File: src/rtl/fpu_issue_arbiter.sv
// Round-robin issue arbiter sharing one fixed-latency FPU core between NUM_REQ requesters.
// Enforces a DIV issue interval and routes each result back to its issuer via a tag pipeline.
module fpu_issue_arbiter #(
    parameter int unsigned NUM_REQ = 4,
    parameter int unsigned FPU_LAT = 4,
    parameter int unsigned DIV_II  = 6
) (
    input  logic                   clk,
    input  logic                   reset,
    input  logic [NUM_REQ-1:0]     req_valid,
    output logic [NUM_REQ-1:0]     req_ready,
    input  logic [NUM_REQ*69-1:0]  req_instr,
    output logic [68:0]            fpu_i,
    output logic                   fpu_start,
    input  logic [31:0]            fpu_out,
    input  logic [7:0]             fpu_flags,
    output logic [NUM_REQ-1:0]     resp_valid,
    output logic [31:0]            resp_out,
    output logic [7:0]             resp_flags,
    output logic                   busy
);

    localparam int unsigned InstrW = 69;
    localparam int unsigned IdxW   = (NUM_REQ > 1) ? $clog2(NUM_REQ) : 1;
    localparam int unsigned CntW   = $clog2(DIV_II) + 1;
    localparam logic [2:0]  OpDiv  = 3'd3;
    localparam logic [31:0] QNaN   = 32'h7FC0_0000;

    typedef enum logic [0:0] {StReady, StDivHold} state_e;

    state_e              state_q, state_d;
    logic [CntW-1:0]     cnt_q, cnt_d;
    logic [IdxW-1:0]     rr_ptr_q, rr_ptr_d;
    logic [IdxW-1:0]     grant_idx;
    logic [IdxW-1:0]     cand;
    logic                grant_found;
    logic [InstrW-1:0]   sel_instr;
    logic                sel_illegal;
    logic                sel_div;
    logic [InstrW-1:0]   fpu_i_q;
    logic [FPU_LAT:0]    tag_valid_q;
    logic [FPU_LAT:0]    tag_ill_q;
    logic [IdxW-1:0]     tag_idx_q [FPU_LAT+1];
    logic [NUM_REQ-1:0]  resp_valid_q, resp_valid_d;
    logic [31:0]         resp_out_q, resp_out_d;
    logic [7:0]          resp_flags_q, resp_flags_d;

    // Grant search starts at rr_ptr and wraps; gated by reset so outputs read 0 during reset.
    always_comb begin
        grant_found = 1'b0;
        grant_idx   = '0;
        cand        = '0;
        req_ready   = '0;
        if (state_q == StReady && !reset) begin
            for (int unsigned k = 0; k < NUM_REQ; k++) begin
                cand = IdxW'((32'(rr_ptr_q) + k) % NUM_REQ);
                if (!grant_found && req_valid[cand]) begin
                    grant_found = 1'b1;
                    grant_idx   = cand;
                end
            end
        end
        if (grant_found) begin
            req_ready[grant_idx] = 1'b1;
        end
    end

    assign sel_instr   = req_instr[32'(grant_idx)*InstrW +: InstrW];
    assign sel_illegal = sel_instr[68];
    assign sel_div     = (sel_instr[68:66] == OpDiv);

    always_comb begin
        rr_ptr_d = rr_ptr_q;
        if (grant_found) begin
            rr_ptr_d = (grant_idx == IdxW'(NUM_REQ - 1)) ? '0 : grant_idx + 1'b1;
        end
    end

    always_comb begin
        state_d = state_q;
        cnt_d   = cnt_q;
        unique case (state_q)
            StReady: begin
                if (grant_found && sel_div && DIV_II > 1) begin
                    state_d = StDivHold;
                    cnt_d   = CntW'(DIV_II - 1);
                end
            end
            StDivHold: begin
                cnt_d = cnt_q - 1'b1;
                if (cnt_q == CntW'(1)) begin
                    state_d = StReady;
                end
            end
            default: state_d = StReady;
        endcase
    end

    // Illegal ops travel the tag pipeline like real ops but get a forced qNaN response.
    always_comb begin
        resp_valid_d = '0;
        resp_out_d   = '0;
        resp_flags_d = '0;
        if (tag_valid_q[FPU_LAT]) begin
            resp_valid_d[tag_idx_q[FPU_LAT]] = 1'b1;
            if (tag_ill_q[FPU_LAT]) begin
                resp_out_d   = QNaN;
                resp_flags_d = 8'h20;
            end else begin
                resp_out_d   = fpu_out;
                resp_flags_d = fpu_flags;
            end
        end
    end

    always_ff @(posedge clk or posedge reset) begin
        if (reset) begin
            state_q      <= StReady;
            cnt_q        <= '0;
            rr_ptr_q     <= '0;
            fpu_i_q      <= '0;
            tag_valid_q  <= '0;
            tag_ill_q    <= '0;
            for (int unsigned k = 0; k <= FPU_LAT; k++) begin
                tag_idx_q[k] <= '0;
            end
            resp_valid_q <= '0;
            resp_out_q   <= '0;
            resp_flags_q <= '0;
        end else begin
            state_q     <= state_d;
            cnt_q       <= cnt_d;
            rr_ptr_q    <= rr_ptr_d;
            if (grant_found && !sel_illegal) begin
                fpu_i_q <= sel_instr;
            end
            tag_valid_q  <= {tag_valid_q[FPU_LAT-1:0], grant_found};
            tag_ill_q    <= {tag_ill_q[FPU_LAT-1:0], sel_illegal};
            tag_idx_q[0] <= grant_idx;
            for (int unsigned k = 1; k <= FPU_LAT; k++) begin
                tag_idx_q[k] <= tag_idx_q[k-1];
            end
            resp_valid_q <= resp_valid_d;
            resp_out_q   <= resp_out_d;
            resp_flags_q <= resp_flags_d;
        end
    end

    assign fpu_i      = fpu_i_q;
    assign fpu_start  = tag_valid_q[0] & ~tag_ill_q[0];
    assign resp_valid = resp_valid_q;
    assign resp_out   = resp_out_q;
    assign resp_flags = resp_flags_q;
    assign busy       = (|tag_valid_q) | (state_q == StDivHold) | (|resp_valid_q);

endmodule

File: config.mk
export PLATFORM = sky130hd
export DESIGN_NAME = fpu_issue_arbiter
export DESIGN_NICKNAME = d
export VERILOG_FILES = /design/src/rtl/fpu_issue_arbiter.sv
export SDC_FILE = /design/constraint.sdc
export NUM_CORES = 1
export LEC_CHECK = 0
export ABC_AREA = 0
export BUFFER_PORTS_ARGS = -buffer_cell sky130_fd_sc_hd__buf_2
export CAP_MARGIN = 20
export CORE_AREA = 2 2 173 175
export DETAILED_ROUTE_END_ITERATION = 10
export DIE_AREA = 0 0 175 177
export GPL_TIMING_DRIVEN = 0
export HOLD_SLACK_MARGIN = 0.08
export PLACE_DENSITY = 0.64
export SLEW_MARGIN = 20
export SYNTH_ARGS = -nofsm -noshare
export SYNTH_HDL_FRONTEND = slang
export SYNTH_SLANG_ARGS = --single-unit
File: constraint.sdc
create_clock -name clk -period 5.2 [get_ports clk]
set_clock_uncertainty 0.05 [all_clocks]
set_input_delay 0 -clock clk [delete_from_list [all_inputs] [get_ports clk]]
set_output_delay 0 -clock clk [all_outputs]
set_load 0.01 [all_outputs]
## Word-level counts from Yosys, hierarchy flattened

Index checks and enable logic that the tools add are counted.

- Bits in registers: 140
- Bits in latches: 0
- RAM bits: 0
- ROM bits: 0
- Input port bits: 322
- Output and inout port bits: 119
- Memories: 0

- $add $sub $neg: 5
- Multipliers: 1
- Divide/modulo/power cells: 0
- Magnitude comparators: 8
- Equality and inequality tests: 4
- Shifts and indexed selects: 1
- Multiplexer cells: 37
- Bitwise logic cells: 5
- Reductions and logical operators: 15

Operator list:

| cell | number |
|---|---|
| indexed part select 276 x 10 -> 69 bit | 1 |
| two-way mux 32 bit | 2 |
| < comparator 2 x 3 -> 1 bit, second input constant | 6 |
| two-way mux 1 bit | 16 |
| two-way mux 8 bit | 2 |
| two-way mux 2 bit | 6 |
| two-way mux 4 bit | 3 |
| multiplier 2 x 7 -> 9 bit, second input constant | 1 |
| binary-select mux 1 bit (select 2 bit) | 4 |
| logical AND 1 bit | 8 |
| case mux 4 bit (2 select lines) | 1 |
| zero test 1 bit | 5 |
| OR reduction 5 bit | 1 |
| adder 2 x 1 -> 2 bit, second input constant | 2 |
| adder 2 bit, second input constant | 2 |
| demux 1 bit (select 2 bit) | 2 |
| equality test 4 x 1 -> 1 bit, second input constant | 1 |
| greater-or-equal comparator 2 x 1 -> 1 bit, second input constant | 2 |
| OR reduction 4 bit | 1 |
| subtractor 4 x 1 -> 4 bit, second input constant | 1 |
| equality test 3 x 2 -> 1 bit, second input constant | 1 |
| equality test 2 bit, second input constant | 1 |
| != test 2 x 1 -> 1 bit, second input constant | 1 |
| NOT 1 bit | 2 |
| other kinds (3) | 4 |

## Logic depth before layout (Yosys ltp)

Gate-level depths: netlist of the first run.

- Depth after elaboration: 22
- Mapped depth: 12

## Worst setup path after synthesis of the first run

Ideal clock, no wire load.

- Path kind: reg-to-reg
- From: register rr_ptr_q[1]
- To: register fpu_i_q[0], in the netlist fpu_i[0]
- Setup time: 0.125 ns
- Data arrival time: 2.241 ns
- Setup slack: 2.783 ns
- Stages on the path, launching flop included: 12
- Buffers on the path: 3
- Cell sequence: dfrtp_1 > nand2b_1 > a21o_1 > and3_1 > buf_6 > inv_4 > mux2i_2 > a21oi_2 > nor2b_4 > buf_8 > buf_12 > mux2_4

- Word-level cells in the longest chain between the ends: 20
- Elaborated cells on any way between the ends: 34
- Those cells by class: 3 x add/sub; 1 x mul; 1 x shift; 21 x mux; 8 x reduce/logical

RTL lines:

| element | RTL line | text |
|---|---|---|
| from (decl) | 33 | `logic [IdxW-1:0] rr_ptr_q, rr_ptr_d;` |
| from (signal assigned) | 133 | `rr_ptr_q <= rr_ptr_d;` |
| binary-select mux 1 bit (select 2 bit) | 57 | `if (!grant_found && req_valid[cand]) begin` |
| two-way mux 1 bit (implied by the code) | 57 |  |
| two-way mux 1 bit | 57 |  |
| two-way mux 1 bit | 54 | `if (state_q == StReady && !reset) begin` |
| zero test 1 bit | 57 |  |
| logical AND 1 bit | 57 |  |
| two-way mux 1 bit | 57 |  |
| two-way mux 1 bit | 54 |  |
| (+5 left out) | -- |  |
| logical AND 1 bit | 57 |  |
| two-way mux 2 bit * | 57 |  |
| two-way mux 2 bit * | 54 |  |
| multiplier 2 x 7 -> 9 bit * | 68 | `assign sel_instr = req_instr[32'(grant_idx)*InstrW +: InstrW];` |
| indexed part select 276 x 10 -> 69 bit * | 68 |  |
| named net sel_instr[68] | 37 | `logic [InstrW-1:0] sel_instr;` |
| zero test 1 bit * | 134 | `if (grant_found && !sel_illegal) begin` |
| logical AND 1 bit * | 134 |  |
| to (signal assigned) | 135 | `fpu_i_q <= sel_instr;` |
| to (decl) | 40 | `logic [InstrW-1:0] fpu_i_q;` |

The timed path passes the listed nets; every way through them passes the cells marked *. The select of a mux whose other input is x is not followed.
A chain may end at the register's enable or synchronous reset.

## Final worst setup path of the first run

- From: register rr_ptr_q[1]
- To: register fpu_i_q[2], in the netlist fpu_i[2]

- Word-level cells in the longest chain between the ends: 20
- Elaborated cells on any way between the ends: 34
- Those cells by class: 3 x add/sub; 1 x mul; 1 x shift; 21 x mux; 8 x reduce/logical

RTL lines:

| element | RTL line | text |
|---|---|---|
| binary-select mux 1 bit (select 2 bit) | 57 |  |
| two-way mux 1 bit (implied by the code) | 57 |  |
| two-way mux 1 bit | 57 |  |
| two-way mux 1 bit | 54 |  |
| zero test 1 bit | 57 |  |
| logical AND 1 bit | 57 |  |
| two-way mux 1 bit | 57 |  |
| two-way mux 1 bit | 54 |  |
| (+5 left out) | -- |  |
| logical AND 1 bit | 57 |  |
| two-way mux 2 bit * | 57 |  |
| two-way mux 2 bit * | 54 |  |
| named net grant_idx[1] | 34 | `logic [IdxW-1:0] grant_idx;` |
| multiplier 2 x 7 -> 9 bit * | 68 |  |
| indexed part select 276 x 10 -> 69 bit * | 68 |  |
| zero test 1 bit | 134 |  |
| logical AND 1 bit | 134 |  |

Marked as above.

==> flow_metrics.env, run 1 <==
export IMPL_critical_path_required_ns=5.50
export IMPL_routed_via_density=4.66
export IMPL_grt_pass1_vias=8845
export IMPL_synth_edf_count=0
export IMPL_yosys_warnings=0
export IMPL_cts_root_buf="clkbuf_16"
export IMPL_synthTopCellsByCount="nand2_1 (268), dfrtp_1 (140), and3_1 (68), a31oi_1 (67), mux2_4 (40)"
export IMPL_rows=63
export IMPL_rr_endpoint="fpu_i[2]"
export IMPL_crit_type="reg -> reg"
export IMPL_cp_arrival_ns=4.24
export IMPL_finalWirelength_mm=33.2
export IMPL_critPathLaunchType="flip-flop"
export IMPL_ys_ff_latch=140
export IMPL_min_period_ns=3.94
export IMPL_min_path_type="in -> reg"
export IMPL_synth_top_area_share_pct=47.3
export IMPL_num_nets_final=1748
export IMPL_area_growth_pct=68.7
export IMPL_yosysMostFrequentCell="nand2_1"
export IMPL_final_seq_area_mm2=0.00350
export IMPL_maxCapViolCount=0
export IMPL_ctsResizeCount=0
export IMPL_setup_viol=0
export IMPL_reg2reg_slack_ns=1.26
export IMPL_place_gp_congestion=0.924
export IMPL_fin_cells=1825
export IMPL_r2r_start="rr_ptr_q[1]"
export IMPL_grt_pass1_wl_mm=49.4
export IMPL_die_y_um=177
export IMPL_drive_gt1_share_pct=39.8
export IMPL_cts_sinks=140
export IMPL_start_util_pct=25.3
export IMPL_worst_slew_pin_slew_ns=0.998
export IMPL_async_flop_share_pct=100
export IMPL_place_hpwl_mm=23.7
export IMPL_track_usage_pct=21.0
export IMPL_worst_setup_path_end_kind="flip-flop"
export IMPL_synth_top_flop_cell="dfrtp_1"
export IMPL_grt_setup_unrepaired="no"
export IMPL_hold_viol_final=0
export IMPL_syn_inst=781
export IMPL_port_buffers=440
export IMPL_place_inst=1612
export IMPL_ys_seq_area_share_pct=47.3
export IMPL_max_freq_ghz=0.254
export IMPL_synth_cell_types=44
export IMPL_slew_headroom_pct=33.5
export IMPL_ant_nets=0
export IMPL_power_density_mw_per_mm2=437
export IMPL_htree_levels=4
export IMPL_vias=8506
export IMPL_antenna_found_initial=3
export IMPL_avgSynthCellArea_um2=9.48
export IMPL_clockBufferDepth=2
export IMPL_drt_iter0_drc=463
export IMPL_p_leak_nw=6.57
export IMPL_multiInputGateArea_mm2=0.00354
export IMPL_grt_max_degree=83
export IMPL_nFillCells=2885
export IMPL_yosys_area_top_type="dfrtp_1"
export IMPL_crit_path_start="rr_ptr_q[1]"
export IMPL_die_w_um=175
export IMPL_finalPower_mw=5.46
export IMPL_firstDrtPassIters=6
export IMPL_die_area_mm2=0.0310
export IMPL_syn_area_mm2=0.00740
export IMPL_whs_ns=0.0952
export IMPL_cts_tree="done"
export IMPL_syn_nets=1109
export IMPL_worst_r2r_path_depth=9
export IMPL_insertion_delay_ns=0.41
export IMPL_ys_top_cells_by_area="dfrtp_1 (47%), nand2_1 (14%), mux2_4 (8.1%)"
export IMPL_design_core_area_mm2=0.0292
export IMPL_vdd_drop_max_uv=178
export IMPL_avgRoutedWirePerCell_um=18.2
export IMPL_status="finished, final reports clean"
export IMPL_ioPinCount=441
export IMPL_clk_pin_slew_ns=0.07
export IMPL_route_detailed_drc=0
export IMPL_layout_worst_path_cycle_share_pct=75.8
export IMPL_crit_fanout=12
export IMPL_crit_end="fpu_i[2]"
export IMPL_grt_ovfl_total=0
export IMPL_numCtsBuffers=17
export IMPL_final_max_slew_viol_count=0
## sequential cells by signal, indices dropped and copies added (netlist names)
| name | flops |
|---|---|
| resp_flags | 8 |
| rr_ptr_q | 2 |
| tag_valid_q | 5 |
| state_q | 1 |
| resp_valid | 4 |
| fpu_i | 69 |
| tag_ill_q | 5 |
| resp_out | 32 |
| cnt_q | 4 |
| tag_idx_q | 10 |
## area by class of cell
class / count / share of cell area, %
diodes: 2 / 0.0401
plain buffers: 58 / 2.64
clock buffers: 18 / 3.52
clock inverters: 14 / 1.01
inverters: 6 / 0.300
multi-input cells: 577 / 28.3
flip-flops and latches: 140 / 28.0
well taps: 390 / 3.91
repair buffers: 620 / 32.2
## per-layer routing
metal	track usage, %	share of wire [%]	vias up
met1	25.3	41	4086
met3	3.93	6.4	60
met4	7.99	3.0	2
met5	0	0.039	-
met2	37.0	50	423
li1	-	-	3935
## worst min path at each step
| stage | depth (start not counted) | slack, ns | end | start |
|---|---|---|---|---|
| 3_5_place_dp | 2 | 0.03 | rr_ptr_q[0] | reset |
| 5_1_grt | 4 | 0.09 | fpu_i[60] | req_instr[60] |
| 6_report | 4 | 0.1 | fpu_i[60] | req_instr[60] |
| 2_1_floorplan | 1 | 0.07 | resp_flags[5] | fpu_flags[5] |
| 3_3_place_gp | 2 | 0.16 | resp_out[23] | fpu_out[23] |
| 4_1_cts | 4 | 0.08 | fpu_i[29] | req_instr[167] |
## logic make-up (layout without fill, tap and decap cells)
| group | Yosys count | count (layout) | share of synthesized area, % |
|---|---|---|---|
| fa+ha+maj | 6 | 6 | 1.01 |
| mux | 76 | 76 | 13.5 |
| compound gates | 95 | 95 | 8.47 |
| simple gates | 399 | 399 | 24.7 |
| buf+inv | 64 | 716 | 4.87 |
| flops | 140 | 140 | 47.3 |
| xor+xnor | 1 | 1 | 0.118 |
| other cells | 0 | 2 | 0 |
## timing repair
action / 4_1_cts / 5_1_grt
hold buffers: 179 / 0
setup endpoints to repair: 0 / 0
hold endpoints to repair: 249 / 0
buffers inserted: 0 / 0
## power by group
part,internal [mW],switching [mW]
Combinational,1.32,1.22
Sequential,1.48,0.225
Clock,0.648,0.566
Total,3.45,2.01
## layout by cell type, fill, tap and decap left out, types with 3 or more instances in the layout
cell type | synthesis | layout
buf_2 | 11 | 451
nand2_1 | 268 | 268
dlygate4sd3_1 | 0 | 179
dfrtp_1 | 140 | 140
and3_1 | 68 | 68
a31oi_1 | 67 | 67
mux2_4 | 40 | 40
clkbuf_1 | 37 | 37
and2_1 | 35 | 35
mux2_2 | 29 | 29
clkbuf_16 | 0 | 17
o21a_1 | 12 | 12
nor2_1 | 9 | 9
mux2i_1 | 6 | 6
a21o_1 | 6 | 6
inv_8 | 0 | 6
ha_1 | 6 | 6
inv_6 | 0 | 5
buf_12 | 4 | 4
inv_1 | 4 | 3
nor2b_1 | 3 | 3
## worst max-delay path: stages, from the launching register on
cell	delay [ns]
dfrtp_1	0.47
nor4bb_1	0.35
o311a_1	0.23
buf_6	0.18
clkbuf_1	0.64
buf_1	0.79
nand2_1	0.23
a31oi_1	0.23
dlygate4sd3_1	0.57
mux2_4	0.14
## metrics by stage
stage | TNS (ns) | utilization (%) | setup WS (ns) | cell area (um2)
2_1_floorplan | 0 | - | 1.40 | 7400
3_3_place_gp | -49.53 | 34.5 | -0.373 | 10100
3_5_place_dp | 0 | 34.6 | 1.75 | 10100
4_1_cts | 0 | 42.7 | 1.28 | 12500
5_1_grt | 0 | 42.7 | 1.04 | 12500
6_report | 0 | 42.7 | 1.26 | 12500
No activity file was read; power rests on OpenSTA's default activity.
==> run 2: changes to the inputs <==
- CORE_AREA: 2 2 173 175 -> 2 2 171 173
- DIE_AREA: 0 0 175 177 -> 0 0 173 175
- PLACE_DENSITY: 0.64 -> 0.67
- clock period: 5.2 -> 3.2 ns (I/O delays scaled with it)
==> flow_metrics.env, run 2 (same netlist as run 1, synthesis figures left out) <==
export IMPL_maxCapViolCount=0
export IMPL_pre_cts_ws_ns=-0.331
export IMPL_routed_via_density=4.79
export IMPL_finalWirelength_mm=34.3
export IMPL_cp_arrival_ns=3.01
export IMPL_grt_ovfl_total=0
export IMPL_p_switching_mw=3.35
export IMPL_fin_cells=1818
export IMPL_nFillCells=2720
export IMPL_critPathLaunchType="flip-flop"
export IMPL_die_area_mm2=0.0303
export IMPL_firstDrtPassIters=5
export IMPL_final_max_slew_viol_count=0
export IMPL_crit_fanout=12
export IMPL_cts_root_buf="clkbuf_16"
export IMPL_power_frac_comb_pct=44.4
export IMPL_worst_setup_path_end_kind="primary output"
export IMPL_min_period_ns=3.06
export IMPL_rows=62
export IMPL_grt_max_degree=35
export IMPL_worst_slew_pin_slew_ns=0.999
export IMPL_p_seq_share_pct=31.8
export IMPL_drt_iter0_drc=521
export IMPL_vias=8707
export IMPL_ioPinCount=441
export IMPL_die_w_um=173
export IMPL_max_freq_ghz=0.327
export IMPL_status="finished, final reports clean"
export IMPL_place_gp_congestion=0.919
export IMPL_avgRoutedWirePerCell_um=18.9
export IMPL_grt_setup_unrepaired="no"
export IMPL_grt_pass1_wl_mm=51.5
export IMPL_cts_tree="done"
export IMPL_port_buffers=440
export IMPL_p_sw_share_pct=38.6
export IMPL_insertion_delay_ns=0.42
export IMPL_drive_gt1_share_pct=40.7
export IMPL_min_path_type="in -> reg"
export IMPL_power_density_mw_per_mm2=689
export IMPL_whs_ns=0.0976
export IMPL_cts_setup_buffers=0
export IMPL_finalPower_mw=8.68
export IMPL_vdd_drop_max_uv=292
export IMPL_place_inst=1609
export IMPL_final_setup_worst_slack_ns=0.143
export IMPL_htree_levels=4
export IMPL_most_common_layout_cells="buf_2 (451), nand2_1 (268), dlygate4sd3_1 (177)"
export IMPL_route_detailed_drc=0
export IMPL_reg2reg_slack_ns=0.21
export IMPL_place_hpwl_mm=24.1
export IMPL_setup_viol=0
export IMPL_clk_pin_slew_ns=0.06
export IMPL_area_growth_pct=70.1
export IMPL_hold_viol_final=0
export IMPL_numCtsBuffers=17
export IMPL_grt_pass1_vias=9268
export IMPL_layout_worst_path_cycle_share_pct=95.5
export IMPL_layout_commonest_cell="buf_2"
export IMPL_clkPwrFrac_pct=23.8
export IMPL_critical_path_required_ns=3.15
export IMPL_antenna_found_initial=0
export IMPL_design_core_area_mm2=0.0284
export IMPL_final_util_pct=44.4
export IMPL_p_leak_nw=6.63
export IMPL_crit_type="reg -> out"
export IMPL_diodes=0
export IMPL_slew_headroom_pct=33.4
export IMPL_die_y_um=175
export IMPL_cts_sinks=140
export IMPL_internal_power_mw=5.33
export IMPL_start_util_pct=26.1
export IMPL_track_usage_pct=22.2
export IMPL_ant_nets=0
export IMPL_clockBufferDepth=2
export IMPL_largest_reg_flops=69
export IMPL_num_nets_final=1749
==> run 2: changes by cell type in the layout (fill, tap and decap cells not counted), moves of 2 or more <==
cell and change:
clkinv_8 +7, clkbuf_1 -6, clkbuf_2 +6, buf_12 +3, clkinv_2 -2, diode_2 -2
dlygate4sd3_1 -2, inv_6 -2, inv_8 -2
==> run 2: final cells by class <==
type	count	area, um2	area share, %
timing repair buffer	621	4060	32.2
buffer	58	342	2.71
clock inverter	15	194	1.54
multi-input combinational	577	3550	28.2
sequential	140	3500	27.8
inverter	6	36.3	0.288
clock buffer	17	425	3.38
tap	384	480	3.81
==> run 2: routing by layer <==
layer / share of wire [%] / global-route usage (%)
met5: 0 / 0
met1: 39 / 26.1
met2: 49 / 38.6
met4: 3.9 / 9.96
met3: 7.5 / 5.05
==> run 2: timing repair <==
action | in CTS | in global routing
endpoints found under the hold margin | 151 | 0
gates resized for setup | 6 | 14
hold buffers | 178 | 0
setup endpoints to repair | 16 | 19
==> run 2: power by group through the flow <==
stage | logic (mW) | registers [mW] | clock network (mW)
2_1_floorplan | 1.86 | 2.99 | 0
3_3_place_gp | 3.55 | 2.76 | 0
4_1_cts | 3.82 | 2.75 | 2.13
3_5_place_dp | 3.60 | 2.78 | 0
6_report | 3.86 | 2.76 | 2.07
5_1_grt | 4.14 | 2.84 | 2.19
==> run 2: worst paths after layout <==
| path | to | depth (start not counted) | from |
|---|---|---|---|
| min | fpu_i[34] | 4 | req_instr[34] |
| max | req_ready[3] | 8 | rr_ptr_q[1] |
| min in group asynchronous | fpu_i[62] | 3 | reset |
| max in group asynchronous | fpu_i[25] | 5 | reset |
| max reg2reg | fpu_i[59] | 10 | rr_ptr_q[1] |
| min reg2reg | tag_idx_q[4] | 0 | tag_idx_q[6] |
==> run 2: worst max-delay path, cell delays in order (launching register included) <==
cell and delay (ns):
dfrtp_2 0.45, nor4bb_1 0.38, o311a_1 0.24, buf_6 0.17, clkbuf_2 0.37, buf_2 0.47
ha_1 0.25, and2_1 0.13, buf_2 0.12
==> run 2: per-stage QoR <==
stage / area [um2] / setup TNS [ns]
after floorplan: 7410 / 0
after global placement: 10100 / -0.712
after detailed placement: 10200 / -2.45
after CTS: 12600 / 0
after global routing: 12600 / 0
final: 12600 / 0
